$ cat config.mk
export PLATFORM = sky130hd
export DESIGN_NAME = fp16_acc_seq
export DESIGN_NICKNAME = d
export VERILOG_FILES = /design/src/rtl/fp16_acc_seq_pkg.sv /design/src/rtl/new_fp16_add.sv /design/src/rtl/fp16_acc_seq.sv
export SDC_FILE = /design/constraint.sdc
export NUM_CORES = 1
export LEC_CHECK = 0
export ABC_AREA = 1
export BUFFER_PORTS_ARGS = -buffer_cell sky130_fd_sc_hd__buf_2
export CELL_PAD_IN_SITES_DETAIL_PLACEMENT = 2
export CELL_PAD_IN_SITES_GLOBAL_PLACEMENT = 2
export CORE_MARGIN = 10
export CORE_UTILIZATION = 30
export CTS_BUF_LIST = sky130_fd_sc_hd__clkbuf_8
export DETAILED_ROUTE_END_ITERATION = 6
export GPL_TIMING_DRIVEN = 1
export PLACE_DENSITY = 0.8
export SETUP_SLACK_MARGIN = 0.15
export SLEW_MARGIN = 5
export SYNTH_ARGS = -nofsm -noshare
export SYNTH_HDL_FRONTEND = slang
export SYNTH_SLANG_ARGS = --single-unit
$ cat constraint.sdc
create_clock -name clk_i -period 9 [get_ports clk_i]
set_clock_uncertainty 0.05 [all_clocks]
set_input_delay 0.45 -clock clk_i [delete_from_list [all_inputs] [get_ports clk_i]]
set_output_delay 0.45 -clock clk_i [all_outputs]
set_load 0.1 [all_outputs]
$ cat src/rtl/fp16_acc_seq_pkg.sv
// rtl/fp16_acc_seq_pkg.sv - shared FSM state type and FP16 format constants
package fp16_acc_seq_pkg;

  localparam int FP16_W   = 16;
  localparam int EXP_BITS = 5;
  localparam int MAN_BITS = 10;

  typedef enum logic [1:0] {
    IDLE  = 2'd0,
    ACCUM = 2'd1,
    DONE  = 2'd2
  } state_e;

endpackage

$ cat src/rtl/new_fp16_add.sv
// rtl/new_fp16_add.sv - combinational FP16 adder, round-to-nearest-even
// Both operands are assumed non-zero; the caller bypasses zeros.
module new_fp16_add
  import fp16_acc_seq_pkg::*;
(
  input  logic [1:0][FP16_W-1:0] op_i,
  output logic [FP16_W-1:0]      sum_o
);

  logic [FP16_W-1:0]   big, sml;
  logic [5:0]          e_big, e_sml, e_diff, e_norm, lz, sh;
  logic [MAN_BITS:0]   m_big, m_sml;
  logic [39:0]         sml_sh;
  logic [14:0]         raw;
  logic [13:0]         m_norm;
  logic [EXP_BITS-1:0] e_fld;
  logic                rnd;
  logic [14:0]         rounded;

  always_comb begin
    if (op_i[0][14:0] > op_i[1][14:0]) begin
      big = op_i[0];
      sml = op_i[1];
    end else begin
      big = op_i[1];
      sml = op_i[0];
    end
    // Subnormals share the exponent of the smallest normal and have no hidden one
    e_big  = (big[14:10] == 5'd0) ? 6'd1 : {1'b0, big[14:10]};
    e_sml  = (sml[14:10] == 5'd0) ? 6'd1 : {1'b0, sml[14:10]};
    m_big  = {big[14:10] != 5'd0, big[9:0]};
    m_sml  = {sml[14:10] != 5'd0, sml[9:0]};
    e_diff = e_big - e_sml;
    sml_sh = {m_sml, 29'd0} >> e_diff;

    // 14-bit working mantissa: 11 significand bits, guard, round, sticky
    if (big[15] ^ sml[15]) begin
      raw = {1'b0, m_big, 3'b000} - {1'b0, sml_sh[39:27], |sml_sh[26:0]};
    end else begin
      raw = {1'b0, m_big, 3'b000} + {1'b0, sml_sh[39:27], |sml_sh[26:0]};
    end

    lz = 6'd14;
    for (int i = 0; i < 14; i++) begin
      if (raw[i]) lz = 6'(13 - i);
    end
    sh = (lz < e_big - 6'd1) ? lz : e_big - 6'd1;

    if (raw[14]) begin
      m_norm = {raw[14:2], raw[1] | raw[0]};
      e_norm = e_big + 6'd1;
    end else begin
      m_norm = raw[13:0] << sh;
      e_norm = e_big - sh;
    end

    // Rounding carry ripples into the exponent field, covering subnormal->normal and ->inf
    e_fld   = m_norm[13] ? e_norm[4:0] : 5'd0;
    rnd     = m_norm[2] & (m_norm[3] | m_norm[1] | m_norm[0]);
    rounded = {e_fld, m_norm[12:3]} + 15'(rnd);

    sum_o = {big[15], rounded};
    if (rounded == 15'd0) sum_o = 16'h0000;
    if (e_norm >= 6'd31 || rounded[14:10] == 5'd31) sum_o = {big[15], 15'h7C00};
    if (big[14:10] == 5'd31) begin
      if (big[9:0] != 10'd0 || (sml[14:10] == 5'd31 && sml[15] != big[15])) begin
        sum_o = 16'h7E00;
      end else begin
        sum_o = big;
      end
    end
  end

endmodule

$ cat src/rtl/fp16_acc_seq.sv
// rtl/fp16_acc_seq.sv - streaming FP16 packet accumulator with registered result handshake
module fp16_acc_seq
  import fp16_acc_seq_pkg::*;
#(
  parameter int MAX_LEN = 256,
  parameter int CNT_W   = $clog2(MAX_LEN + 1)
) (
  input  logic              clk_i,
  input  logic              rst_ni,
  input  logic              flush_i,
  input  logic [15:0]       in_data_i,
  input  logic              in_last_i,
  input  logic              in_valid_i,
  output logic              in_ready_o,
  output logic [15:0]       sum_o,
  output logic [CNT_W-1:0]  count_o,
  output logic              ovf_o,
  output logic              sum_valid_o,
  input  logic              sum_ready_i,
  output logic              busy_o
);

  state_e            state_q, state_d;
  logic [15:0]       acc_q, acc_d;
  logic [CNT_W-1:0]  cnt_q, cnt_d;
  logic              ovf_q, ovf_d;
  logic [15:0]       add_sum;
  logic [CNT_W-1:0]  cnt_inc;

  new_fp16_add u_add (
    .op_i  ({acc_q, in_data_i}),
    .sum_o (add_sum)
  );

  assign cnt_inc = cnt_q + 1'b1;

  always_comb begin
    state_d = state_q;
    acc_d   = acc_q;
    cnt_d   = cnt_q;
    ovf_d   = ovf_q;
    if (flush_i) begin
      state_d = IDLE;
      acc_d   = '0;
      cnt_d   = '0;
      ovf_d   = 1'b0;
    end else begin
      case (state_q)
        IDLE: begin
          if (in_valid_i) begin
            acc_d   = in_data_i;
            cnt_d   = CNT_W'(1);
            ovf_d   = 1'b0;
            state_d = in_last_i ? DONE : ACCUM;
          end
        end
        ACCUM: begin
          if (in_valid_i) begin
            cnt_d = cnt_inc;
            // Zero elements only count; a zero accumulator is replaced instead of added
            if (in_data_i[14:0] != 15'd0) begin
              acc_d = (acc_q[14:0] == 15'd0) ? in_data_i : add_sum;
            end
            if (in_last_i) begin
              state_d = DONE;
            end else if (cnt_inc == CNT_W'(MAX_LEN)) begin
              state_d = DONE;
              ovf_d   = 1'b1;
            end
          end
        end
        DONE: begin
          if (sum_ready_i) state_d = IDLE;
        end
        default: state_d = IDLE;
      endcase
    end
  end

  always_ff @(posedge clk_i or negedge rst_ni) begin
    if (!rst_ni) begin
      state_q <= IDLE;
      acc_q   <= '0;
      cnt_q   <= '0;
      ovf_q   <= 1'b0;
    end else begin
      state_q <= state_d;
      acc_q   <= acc_d;
      cnt_q   <= cnt_d;
      ovf_q   <= ovf_d;
    end
  end

  assign in_ready_o  = (state_q != DONE);
  assign sum_valid_o = (state_q == DONE);
  assign busy_o      = (state_q != IDLE);
  assign sum_o       = acc_q;
  assign count_o     = cnt_q;
  assign ovf_o       = ovf_q;

endmodule

==> impl_metrics.env, run 1 <==
export IMPL_h_tree_levels=1
export IMPL_cts_hold_repair_buffers=0
export IMPL_synth_yosys_seq_area_share_pct=10.5
export IMPL_cts_buffers=3
export IMPL_synth_area_per_cell_um2=5.59
export IMPL_synth_enable_flop_cells=0
export IMPL_ys_async_sr_fraction_pct=100
export IMPL_netlist_area_mm2=0.00669
export IMPL_antenna_violations_before_repair=0
export IMPL_outcome="did not finish"
export IMPL_start_util_pct=30.6
export IMPL_io_pin_count=51
export IMPL_synth_most_common_cell="nand2_1"
export IMPL_ys_warnings_count=0
export IMPL_clk_root_buffer_cell="clkbuf_8"
export IMPL_die_width_um=169
export IMPL_flip_flop_cell_with_the_highest_count_after_synthesis="dfrtp_1"
export IMPL_synth_cell_type_count=57
export IMPL_mappedNetlistNets=1275
export IMPL_gpl_congestion=0.951
export IMPL_cts_num_sinks=28
export IMPL_netlist_instances=1196
export IMPL_netlist_top_cells_count="nand2_1, nand3_1, inv_1"
export IMPL_stop_stage="global routing (5_1_grt)"
export IMPL_stop_error="[ERROR DPL-0033] detailed placement checks failed during check placement."
export IMPL_dpl_hpwl_mm=35.1
export IMPL_cts_buffer_depth=2
export IMPL_dieHeight_um=169
export IMPL_io_buffers=50
export IMPL_endpoint_type="sequential cell input"
export IMPL_ys_seq_elements=28
export IMPL_netlist_area_leader_share_pct=21.3
export IMPL_maximum_number_of_pins_on_one_net_before_global_route_repair=29
export IMPL_place_detailed_instances=1761
export IMPL_place_ws_ps=-1960
export IMPL_end_pin_of_the_worst_setup_path_after_global_route_repair="sum_o[11]$_DFFE_PN0P_/D"
export IMPL_post_synth_main_area_contributors="nand2_1, nand3_1, dfrtp_1"
export IMPL_std_cell_rows=54
export IMPL_synth_area_leader_cell="nand2_1"
==> logic make-up after synthesis <==
| family | share of synthesized area, % |
|---|---|
| buffers and inverters | 12.6 |
| XOR/XNOR | 2.97 |
| AND/OR/NAND/NOR | 50.7 |
| AO/OA/AOI/OAI | 12.2 |
| flip-flops | 10.5 |
| adder cells (fa/ha/maj) | 11.0 |
==> what timing repair did <==
| item | CTS |
|---|---|
| setup endpoints to repair | 16 |
| pin swaps | 93 |
| hold endpoints to repair | 0 |
| resized for setup | 133 |
| gates cloned | 0 |
| setup buffers | 39 |
==> through the flow <==
stage	instance area (um2)	hold WS (ps)
floorplan	7040	104
global placement	9420	461
detailed placement	9420	481
CTS	10300	176
==> run 2: changes to the inputs <==
--- a/config.mk
+++ b/config.mk
@@ -7,15 +7,11 @@
 export LEC_CHECK = 0
 export ABC_AREA = 1
 export BUFFER_PORTS_ARGS = -buffer_cell sky130_fd_sc_hd__buf_2
-export CELL_PAD_IN_SITES_DETAIL_PLACEMENT = 2
-export CELL_PAD_IN_SITES_GLOBAL_PLACEMENT = 2
 export CORE_MARGIN = 10
-export CORE_UTILIZATION = 30
-export CTS_BUF_LIST = sky130_fd_sc_hd__clkbuf_8
+export CORE_UTILIZATION = 35
 export DETAILED_ROUTE_END_ITERATION = 6
 export GPL_TIMING_DRIVEN = 1
-export PLACE_DENSITY = 0.8
-export SETUP_SLACK_MARGIN = 0.15
+export PLACE_DENSITY_LB_ADDON = 0.15
 export SLEW_MARGIN = 5
 export SYNTH_ARGS = -nofsm -noshare
 export SYNTH_HDL_FRONTEND = slang
==> constraint.sdc (replaced) <==
create_clock -name clk_i -period 11.7 [get_ports clk_i]
set_clock_uncertainty 0.05 [all_clocks]
set_input_delay 0.585 -clock clk_i [delete_from_list [all_inputs] [get_ports clk_i]]
set_output_delay 0.585 -clock clk_i [all_outputs]
set_load 0.1 [all_outputs]
==> run 2 against run 1 <==
Against the previous run:
- the run now ends clean
- synthesized cell count stayed put
- area after synthesis unchanged
==> impl_metrics.env, run 2 <==
export IMPL_outcome="finished clean"
export IMPL_drt_initial_drc_count=553
export IMPL_wl_per_cell_um=15.3
export IMPL_fmax_mhz=95.1
export IMPL_drc_errors=0
export IMPL_first_pass_grt_wire_length_mm=36.3
export IMPL_synth_enable_flop_cells=0
export IMPL_dpl_hpwl_mm=18.9
export IMPL_io_buffers=50
export IMPL_worst_slew_pin_slew_ps=858
export IMPL_insertion_delay_ps=270
export IMPL_commonest_cells_after_routing_fill_and_taps_aside="nand2_1, nand3_1, inv_1"
export IMPL_timing_max_slew_rel_slack_pct=42.2
export IMPL_cts_buffers=3
export IMPL_hold_ws_ps=284
export IMPL_cp_arrival_ps=10620
export IMPL_antenna_violations_before_repair=0
export IMPL_overflow=0
export IMPL_grt_total_usage_pct=17.6
export IMPL_critPathCaptureType="flop"
export IMPL_dieHeight_um=158
export IMPL_mappedNetlistNets=1275
export IMPL_die_width_um=158
export IMPL_cpMaxStageDelayCell="dfrtp_1"
export IMPL_netlist_area_mm2=0.00669
export IMPL_synth_yosys_seq_area_share_pct=10.5
export IMPL_mostFrequentLayoutCell="nand2_1"
export IMPL_post_synth_main_area_contributors="nand2_1, nand3_1, dfrtp_1"
export IMPL_ys_async_sr_fraction_pct=100
export IMPL_crit_path_frequent_cell="nand2_1"
export IMPL_flip_flop_cell_with_the_highest_count_after_synthesis="dfrtp_1"
export IMPL_largest_register_ff_count=16
export IMPL_timing_final_max_slew_violations=0
export IMPL_clk_root_buffer_cell="clkbuf_16"
export IMPL_std_cell_rows=50
export IMPL_critPathMaxStageDelay_ps=460
export IMPL_cts_reportedPaths_clkPinSlew_ps=70
export IMPL_netlist_area_leader_share_pct=21.3
export IMPL_setup_tns_final_ps=0
export IMPL_final_min_clock_period_ps=10510
export IMPL_synth_area_per_cell_um2=5.59
export IMPL_h_tree_levels=1
export IMPL_drv_cap=0
export IMPL_rsz0062_at_grt="no"
export IMPL_first_global_vias=6985
export IMPL_synth_most_common_cell="nand2_1"
export IMPL_postRouteAntennaNets=0
export IMPL_cts_num_sinks=28
export IMPL_drt_vias_per_instance=5.23
export IMPL_setup_viol=0
export IMPL_netlist_top_cells_count="nand2_1, nand3_1, inv_1"
export IMPL_io_pin_count=51
export IMPL_hp_class="input pin to asynchronous set/reset pin"
export IMPL_areaGrowthSynthToFinish_pct=10.2
export IMPL_ys_warnings_count=0
export IMPL_critical_path_max_fanout=17
export IMPL_wirelength_mm=22.6
export IMPL_worst_setup_path_start_kind="flop"
export IMPL_detailroute_via_count=7717
export IMPL_final_min_period_over_clock_period_pct=89.8
export IMPL_tritoncts="built"
export IMPL_gpl_congestion=0.932
export IMPL_num_nets_final=1321
export IMPL_post_route_cells_drive_above_1_share_pct=13.5
export IMPL_antenna_cells_inserted=0
export IMPL_synth_area_leader_cell="nand2_1"
export IMPL_timing_final_hold_violations=0
export IMPL_maximum_number_of_pins_on_one_net_before_global_route_repair=33
export IMPL_ys_seq_elements=28
export IMPL_required_time_reported_for_the_critical_path_endpoint_ps=11810
export IMPL_die_area_mm2=0.0250
export IMPL_cts_hold_repair_buffers=0
export IMPL_drt_pre_antenna_iters=5
export IMPL_netlist_instances=1196
export IMPL_core_area_mm2=0.0188
export IMPL_worst_setup_path_type="flop to flop"
export IMPL_start_util_pct=35.7
export IMPL_cts_buffer_depth=2
export IMPL_synth_cell_type_count=57
-- run 2: cell counts after synthesis --
Identical to the previous run, type by type.
-- run 2: kinds of logic after synthesis --
| group | synth area share (%) |
|---|---|
| buffers and inverters | 12.6 |
| DFF | 10.5 |
| adders and majority gates | 11.0 |
| AOI/OAI and AO/OA | 12.2 |
| xor gates and xnor gates | 2.97 |
| and+or+nand+nor | 50.7 |
-- run 2: repair_timing --
item / CTS / global route
resized for setup: 0 / 29
buffers inserted: 0 / 11
setup endpoints to repair: 0 / 16
-- run 2: routing by layer --
layer  track usage [%]  part of all wire (%)
met2              27.7                    45
met5                 0                     0
met3              1.19                   5.8
met4              3.75                   1.7
met1              25.6                    48
-- run 2: worst paths after layout --
kind	start	endpoint	slack, ps	depth (start not counted)
min in group clk_i	ovf_o$_DFFE_PN0P_	ovf_o$_DFFE_PN0P_	480	2
min reg2reg	ovf_o$_DFFE_PN0P_	ovf_o$_DFFE_PN0P_	480	2
max in group asynchronous	rst_ni	sum_o[6]$_DFFE_PN0P_	10840	1
max	sum_o[5]$_DFFE_PN0P_	sum_o[5]$_DFFE_PN0P_	1190	74
max reg2reg	sum_o[5]$_DFFE_PN0P_	sum_o[5]$_DFFE_PN0P_	1190	74
min	rst_ni	count_o[3]$_DFFE_PN0P_	280	1
-- run 2: cell type report --
type | count | area [um2]
clock buffers | 3 | 75.1
clock inverters | 1 | 30.0
fillers | 2139 | 11400
inverters | 169 | 643
multi-input cells | 970 | 5230
flip-flops and latches | 28 | 703
well taps | 234 | 293
repair buffers | 70 | 400
-- run 2: per-stage QoR --
stage	instances	instance area [um2]	setup slack [ps]	utilization, %
final	1475	7380	1190	39.3
after global routing	1475	7380	11.0	39.3
after CTS	1464	7200	490	38.4
after detailed placement	1460	7090	378	37.8
after global placement	1460	7090	480	37.8
after floorplan	1196	6690	1260	-
-- run 2: worst max-delay path: cells and delay by family, from the launching register on --
kind                       cells  cell delay, ps
AOI/OAI and AO/OA             14            2080
xor gates and xnor gates       1             350
adders and majority gates      8            2260
buffers and inverters          9             740
DFF                            1             460
and+or+nand+nor               42            4400
Power of run 2 is not shown: default switching activity piles up to over one toggle a cycle in this logic, so the estimate is an artifact.
==> run 3: changes to the inputs <==
--- a/config.mk
+++ b/config.mk
@@ -9,6 +9,7 @@
 export BUFFER_PORTS_ARGS = -buffer_cell sky130_fd_sc_hd__buf_2
 export CORE_MARGIN = 10
 export CORE_UTILIZATION = 35
+export CTS_BUF_LIST = sky130_fd_sc_hd__clkbuf_4 sky130_fd_sc_hd__clkbuf_8
 export DETAILED_ROUTE_END_ITERATION = 6
 export GPL_TIMING_DRIVEN = 1
 export PLACE_DENSITY_LB_ADDON = 0.15
==> run 3 against run 2 <==
Against the previous run:
- maximum frequency increased by 0.18%
- register-to-register slack better by 20 ps
- die area unchanged
- final area shrank 0.42%
- worst setup slack gained 18 ps
- sequential share of layout area about the same
- via count rose by 0.51%
- critical path depth did not move
- cell count unchanged
- first-iteration DRC count up 8.7%
- largest cell class unchanged
==> impl_metrics.env, run 3 (synthesis results as in run 2) <==
export IMPL_wl_per_cell_um=15.3
export IMPL_gpl_congestion=0.932
export IMPL_final_min_clock_period_ps=10490
export IMPL_io_buffers=50
export IMPL_timing_final_hold_violations=0
export IMPL_first_pass_grt_wire_length_mm=36.3
export IMPL_reg2reg_to="sum_o[5]$_DFFE_PN0P_"
export IMPL_reg2reg_from="sum_o[5]$_DFFE_PN0P_"
export IMPL_rsz0062_at_grt="no"
export IMPL_worst_setup_path_start_kind="flop"
export IMPL_dpl_hpwl_mm=18.9
export IMPL_tritoncts="built"
export IMPL_place_detailed_instances=1460
export IMPL_die_width_um=158
export IMPL_clk_root_buffer_cell="clkbuf_8"
export IMPL_mostFrequentLayoutCell="nand2_1"
export IMPL_antenna_cells_inserted=0
export IMPL_antenna_violations_before_repair=0
export IMPL_post_route_cells_drive_above_1_share_pct=13.5
export IMPL_core_area_mm2=0.0188
export IMPL_die_area_mm2=0.0250
export IMPL_drv_cap=0
export IMPL_cts_num_sinks=28
export IMPL_required_time_reported_for_the_critical_path_endpoint_ps=11840
export IMPL_maximum_number_of_pins_on_one_net_before_global_route_repair=33
export IMPL_crit_start="sum_o[5]$_DFFE_PN0P_"
export IMPL_areaGrowthSynthToFinish_pct=9.78
export IMPL_drt_initial_drc_count=601
export IMPL_r2r_setup_slack_ps=1210
export IMPL_drt_pre_antenna_iters=5
export IMPL_place_ws_ps=378
export IMPL_dieHeight_um=158
export IMPL_commonest_cells_after_routing_fill_and_taps_aside="nand2_1, nand3_1, inv_1"
export IMPL_worst_slew_pin_slew_ps=886
export IMPL_std_cell_rows=50
export IMPL_crit_path_frequent_cell="nand2_1"
export IMPL_fmax_mhz=95.3
export IMPL_start_util_pct=35.7
export IMPL_largest_register_ff_count=16
export IMPL_wirelength_mm=22.6
export IMPL_insertion_delay_ps=290
export IMPL_critPathCaptureType="flop"
export IMPL_cpMaxStageDelayCell="dfrtp_1"
export IMPL_postRouteAntennaNets=0
export IMPL_layout_setup_ws_ps=1210
export IMPL_timing_max_slew_rel_slack_pct=40.3
export IMPL_setup_tns_final_ps=0
export IMPL_drt_vias_per_instance=5.26
export IMPL_drc_errors=0
export IMPL_fillCellCount=2142
export IMPL_cts_buffer_depth=2
export IMPL_overflow=0
export IMPL_first_global_vias=6985
export IMPL_outcome="finished clean"
export IMPL_h_tree_levels=1
export IMPL_hp_class="input pin to asynchronous set/reset pin"
export IMPL_timing_final_max_slew_violations=0
export IMPL_cts_reportedPaths_clkPinSlew_ps=100
export IMPL_grt_total_usage_pct=17.6
export IMPL_detailroute_via_count=7756
export IMPL_final_min_period_over_clock_period_pct=89.7
export IMPL_worst_reg_to_reg_cells=74
export IMPL_worst_setup_path_type="flop to flop"
export IMPL_critPathMaxStageDelay_ps=470
export IMPL_setup_viol=0
export IMPL_cts_buffers=3
export IMPL_cp_arrival_ps=10630
export IMPL_critical_path_max_fanout=17
export IMPL_num_nets_final=1321
export IMPL_io_pin_count=51
export IMPL_final_cells=1475
-- run 3: routing by layer --
| metal | wire length (um) | global-route usage (%) | vias to the layer above | share of wire [%] |
|---|---|---|---|---|
| met3 | 1250 | 1.19 | 23 | 5.5 |
| li1 | - | - | 3982 | - |
| met2 | 10000 | 27.7 | 240 | 44 |
| met4 | 386 | 3.75 | 0 | 1.7 |
| met1 | 10900 | 25.6 | 3511 | 48 |
| met5 | 0 | 0 | - | 0 |
-- run 3: stage by stage --
step           instance area (um2)  hold WS (ps)  utilization (%)
6_report                      7350           260             39.1
5_1_grt                       7350           301             39.1
4_1_cts                       7160           280             38.2
3_5_place_dp                  7090           469             37.8
3_3_place_gp                  7090           483             37.8
2_1_floorplan                 6690           239                -
-- run 3: how the worst max path moves through the flow --
stage                                       to  slack, ps  cells after the start
after floorplan           sum_o[5]$_DFFE_PN0P_       1260                     75
after global placement    sum_o[5]$_DFFE_PN0P_        480                     71
after detailed placement  sum_o[5]$_DFFE_PN0P_        380                     71
after CTS                 sum_o[5]$_DFFE_PN0P_        480                     71
after global routing      sum_o[5]$_DFFE_PN0P_         50                     76
final                     sum_o[5]$_DFFE_PN0P_       1210                     74
-- run 3: worst max-delay path, delay by kind of cell, from the launching register on --
family | cells | cell delay (ps)
flip-flops | 1 | 470
adder cells (fa/ha/maj) | 8 | 2260
AO/OA/AOI/OAI | 14 | 2090
AND/OR/NAND/NOR | 42 | 4370
buffers and inverters | 9 | 730
XOR/XNOR | 1 | 350
-- run 3: timing repair --
action / CTS / global route
endpoints found under the setup margin: 0 / 16
hold endpoints to repair: 0 / 0
resized for setup: 0 / 30
hold buffers: 0 / 0
buffers inserted: 0 / 11
-- run 3: area by class of cell --
type	count	area (um2)	area share, %
multi-input combinational	970	5240	71.3
sequential	28	703	9.57
inverter	169	643	8.75
timing repair buffer	70	400	5.45
tap	234	293	3.99
clock buffer	3	41.3	0.562
clock inverter	1	30.0	0.409
Power of run 3 is left out for the same reason.
==> run 4: changes to the inputs <==
--- a/config.mk
+++ b/config.mk
@@ -13,6 +13,7 @@
 export DETAILED_ROUTE_END_ITERATION = 6
 export GPL_TIMING_DRIVEN = 1
 export PLACE_DENSITY_LB_ADDON = 0.15
+export REMOVE_ABC_BUFFERS = 1
 export SLEW_MARGIN = 5
 export SYNTH_ARGS = -nofsm -noshare
 export SYNTH_HDL_FRONTEND = slang
==> run 4 against run 3 <==
Against the previous run:
- maximum frequency is 0.47% lower
- flip-flop and latch count stayed put
- hold slack better by 6.4 ps
- first-iteration DRC count is 2.7% lower
- clock-buffer cell count stayed put
- sequential share of layout area is 0.080 points higher
- utilization is 0.25 points lower
- worst setup slack worse by 49 ps
- non-clock buffer count is 7 lower
- routed wire length is 1.6% higher
- register-to-register slack worse by 50 ps
- critical path type unchanged
- critical endpoint unchanged
==> impl_metrics.env, run 4 (synthesis results as in run 2) <==
export IMPL_first_global_vias=7330
export IMPL_fillCellCount=2102
export IMPL_cts_hold_repair_buffers=0
export IMPL_die_area_mm2=0.0250
export IMPL_wirelength_mm=22.9
export IMPL_h_tree_levels=1
export IMPL_postRouteAntennaNets=0
export IMPL_critPathCaptureType="flop"
export IMPL_dieHeight_um=158
export IMPL_cts_num_sinks=28
export IMPL_required_time_reported_for_the_critical_path_endpoint_ps=11800
export IMPL_cpMaxStageDelayCell="dfrtp_1"
export IMPL_rsz0062_at_grt="no"
export IMPL_post_route_cells_drive_above_1_share_pct=12.9
export IMPL_setup_tns_final_ps=0
export IMPL_timing_final_max_slew_violations=0
export IMPL_wl_per_cell_um=15.6
export IMPL_first_pass_grt_wire_length_mm=37.1
export IMPL_drc_errors=0
export IMPL_cts_reportedPaths_clkPinSlew_ps=100
export IMPL_final_min_period_over_clock_period_pct=90.1
export IMPL_drt_vias_per_instance=5.29
export IMPL_timing_final_hold_violations=0
export IMPL_reg2reg_from="sum_o[12]$_DFFE_PN0P_"
export IMPL_layout_setup_ws_ps=1160
export IMPL_cp_arrival_ps=10640
export IMPL_insertion_delay_ps=300
export IMPL_die_width_um=158
export IMPL_start_util_pct=35.7
export IMPL_areaGrowthSynthToFinish_pct=9.07
export IMPL_clk_root_buffer_cell="clkbuf_8"
export IMPL_io_pin_count=51
export IMPL_largest_register_ff_count=16
export IMPL_crit_start="sum_o[12]$_DFFE_PN0P_"
export IMPL_place_ws_ps=189
export IMPL_timing_max_slew_rel_slack_pct=38.7
export IMPL_dominant_delay_contributor_by_cell_family_on_the_critical_path="simple AND/OR/NAND/NOR gates"
export IMPL_tritoncts="built"
export IMPL_setup_viol=0
export IMPL_critical_path_max_fanout=16
export IMPL_maximum_number_of_pins_on_one_net_before_global_route_repair=49
export IMPL_gpl_congestion=0.934
export IMPL_outcome="finished clean"
export IMPL_critPathMaxStageDelay_ps=460
export IMPL_fmax_mhz=94.9
export IMPL_drt_initial_drc_count=585
export IMPL_worst_slew_pin_slew_ps=916
export IMPL_cts_buffers=3
export IMPL_drv_cap=0
export IMPL_grt_total_usage_pct=18.0
export IMPL_hp_class="input pin to asynchronous set/reset pin"
export IMPL_drt_pre_antenna_iters=5
export IMPL_commonest_cells_after_routing_fill_and_taps_aside="nand2_1, nand3_1, inv_1"
export IMPL_detailroute_via_count=7780
export IMPL_cts_buffer_depth=2
export IMPL_area_of_combinational_cells_with_multiple_inputs_mm2=0.00524
export IMPL_std_cell_rows=50
export IMPL_worst_setup_path_type="flop to flop"
export IMPL_mostFrequentLayoutCell="nand2_1"
export IMPL_antenna_cells_inserted=0
export IMPL_core_area_mm2=0.0188
export IMPL_crit_path_frequent_cell="nand2_1"
export IMPL_dpl_hpwl_mm=19.1
export IMPL_overflow=0
export IMPL_antenna_violations_before_repair=0
export IMPL_seq_area_um2=704
export IMPL_worst_setup_path_start_kind="flop"
export IMPL_num_nets_final=1316
export IMPL_io_buffers=50
export IMPL_cp_bufs_invs=11
export IMPL_final_min_clock_period_ps=10540
[run 4: cell count changes in the layout (fill, tap and decap cells not counted), moves of 2 or more]
cell | before | now
buf_4 | 20 | 13
ha_1 | 51 | 53
o21ai_1 | 17 | 19
nor2_2 | 8 | 6
ha_2 | 3 | 0
[run 4: what timing repair did]
item / CTS / global route
gates resized for setup: 0 / 23
buffers inserted: 0 / 5
endpoints found under the hold margin: 0 / 0
endpoints found under the setup margin: 0 / 16
[run 4: cell type report]
| class | instances | share of cell area [%] |
|---|---|---|
| clock inverter | 1 | 0.411 |
| timing repair buffer | 63 | 4.77 |
| inverter | 169 | 8.78 |
| sequential | 28 | 9.65 |
| multi-input combinational | 972 | 71.8 |
| clock buffer | 3 | 0.566 |
| tap | 234 | 4.01 |
[run 4: path summary, 6_finish.rpt]
check                                               to  slack [ps]  cells after the start
worst max-delay path              sum_o[5]$_DFFE_PN0P_        1160                     74
worst min-delay path            count_o[6]$_DFFE_PN0P_         270                      1
worst min register to register       ovf_o$_DFFE_PN0P_         510                      2
max in group asynchronous         sum_o[6]$_DFFE_PN0P_       10840                      1
worst max register to register    sum_o[5]$_DFFE_PN0P_        1160                     74
min in group clk_i              count_o[0]$_DFFE_PN0P_         460                      2
[run 4: metal layers]
| layer | track usage (%) | share of wire (%) |
|---|---|---|
| met4 | 5.07 | 2.3 |
| met1 | 24.0 | 47 |
| met5 | 0 | 0 |
| met3 | 2.48 | 5.8 |
| met2 | 29.5 | 45 |
[run 4: stage by stage]
| stage | cells | util, % | hold slack, ps | area, um2 |
|---|---|---|---|---|
| after floorplan | 1167 | - | 239 | 6480 |
| after CTS | 1463 | 38.1 | 293 | 7160 |
| final | 1470 | 38.9 | 266 | 7300 |
| after global routing | 1470 | 38.9 | 300 | 7300 |
| after global placement | 1459 | 37.8 | 486 | 7090 |
| after detailed placement | 1459 | 37.8 | 473 | 7090 |
Power of run 4 is left out for the same reason.
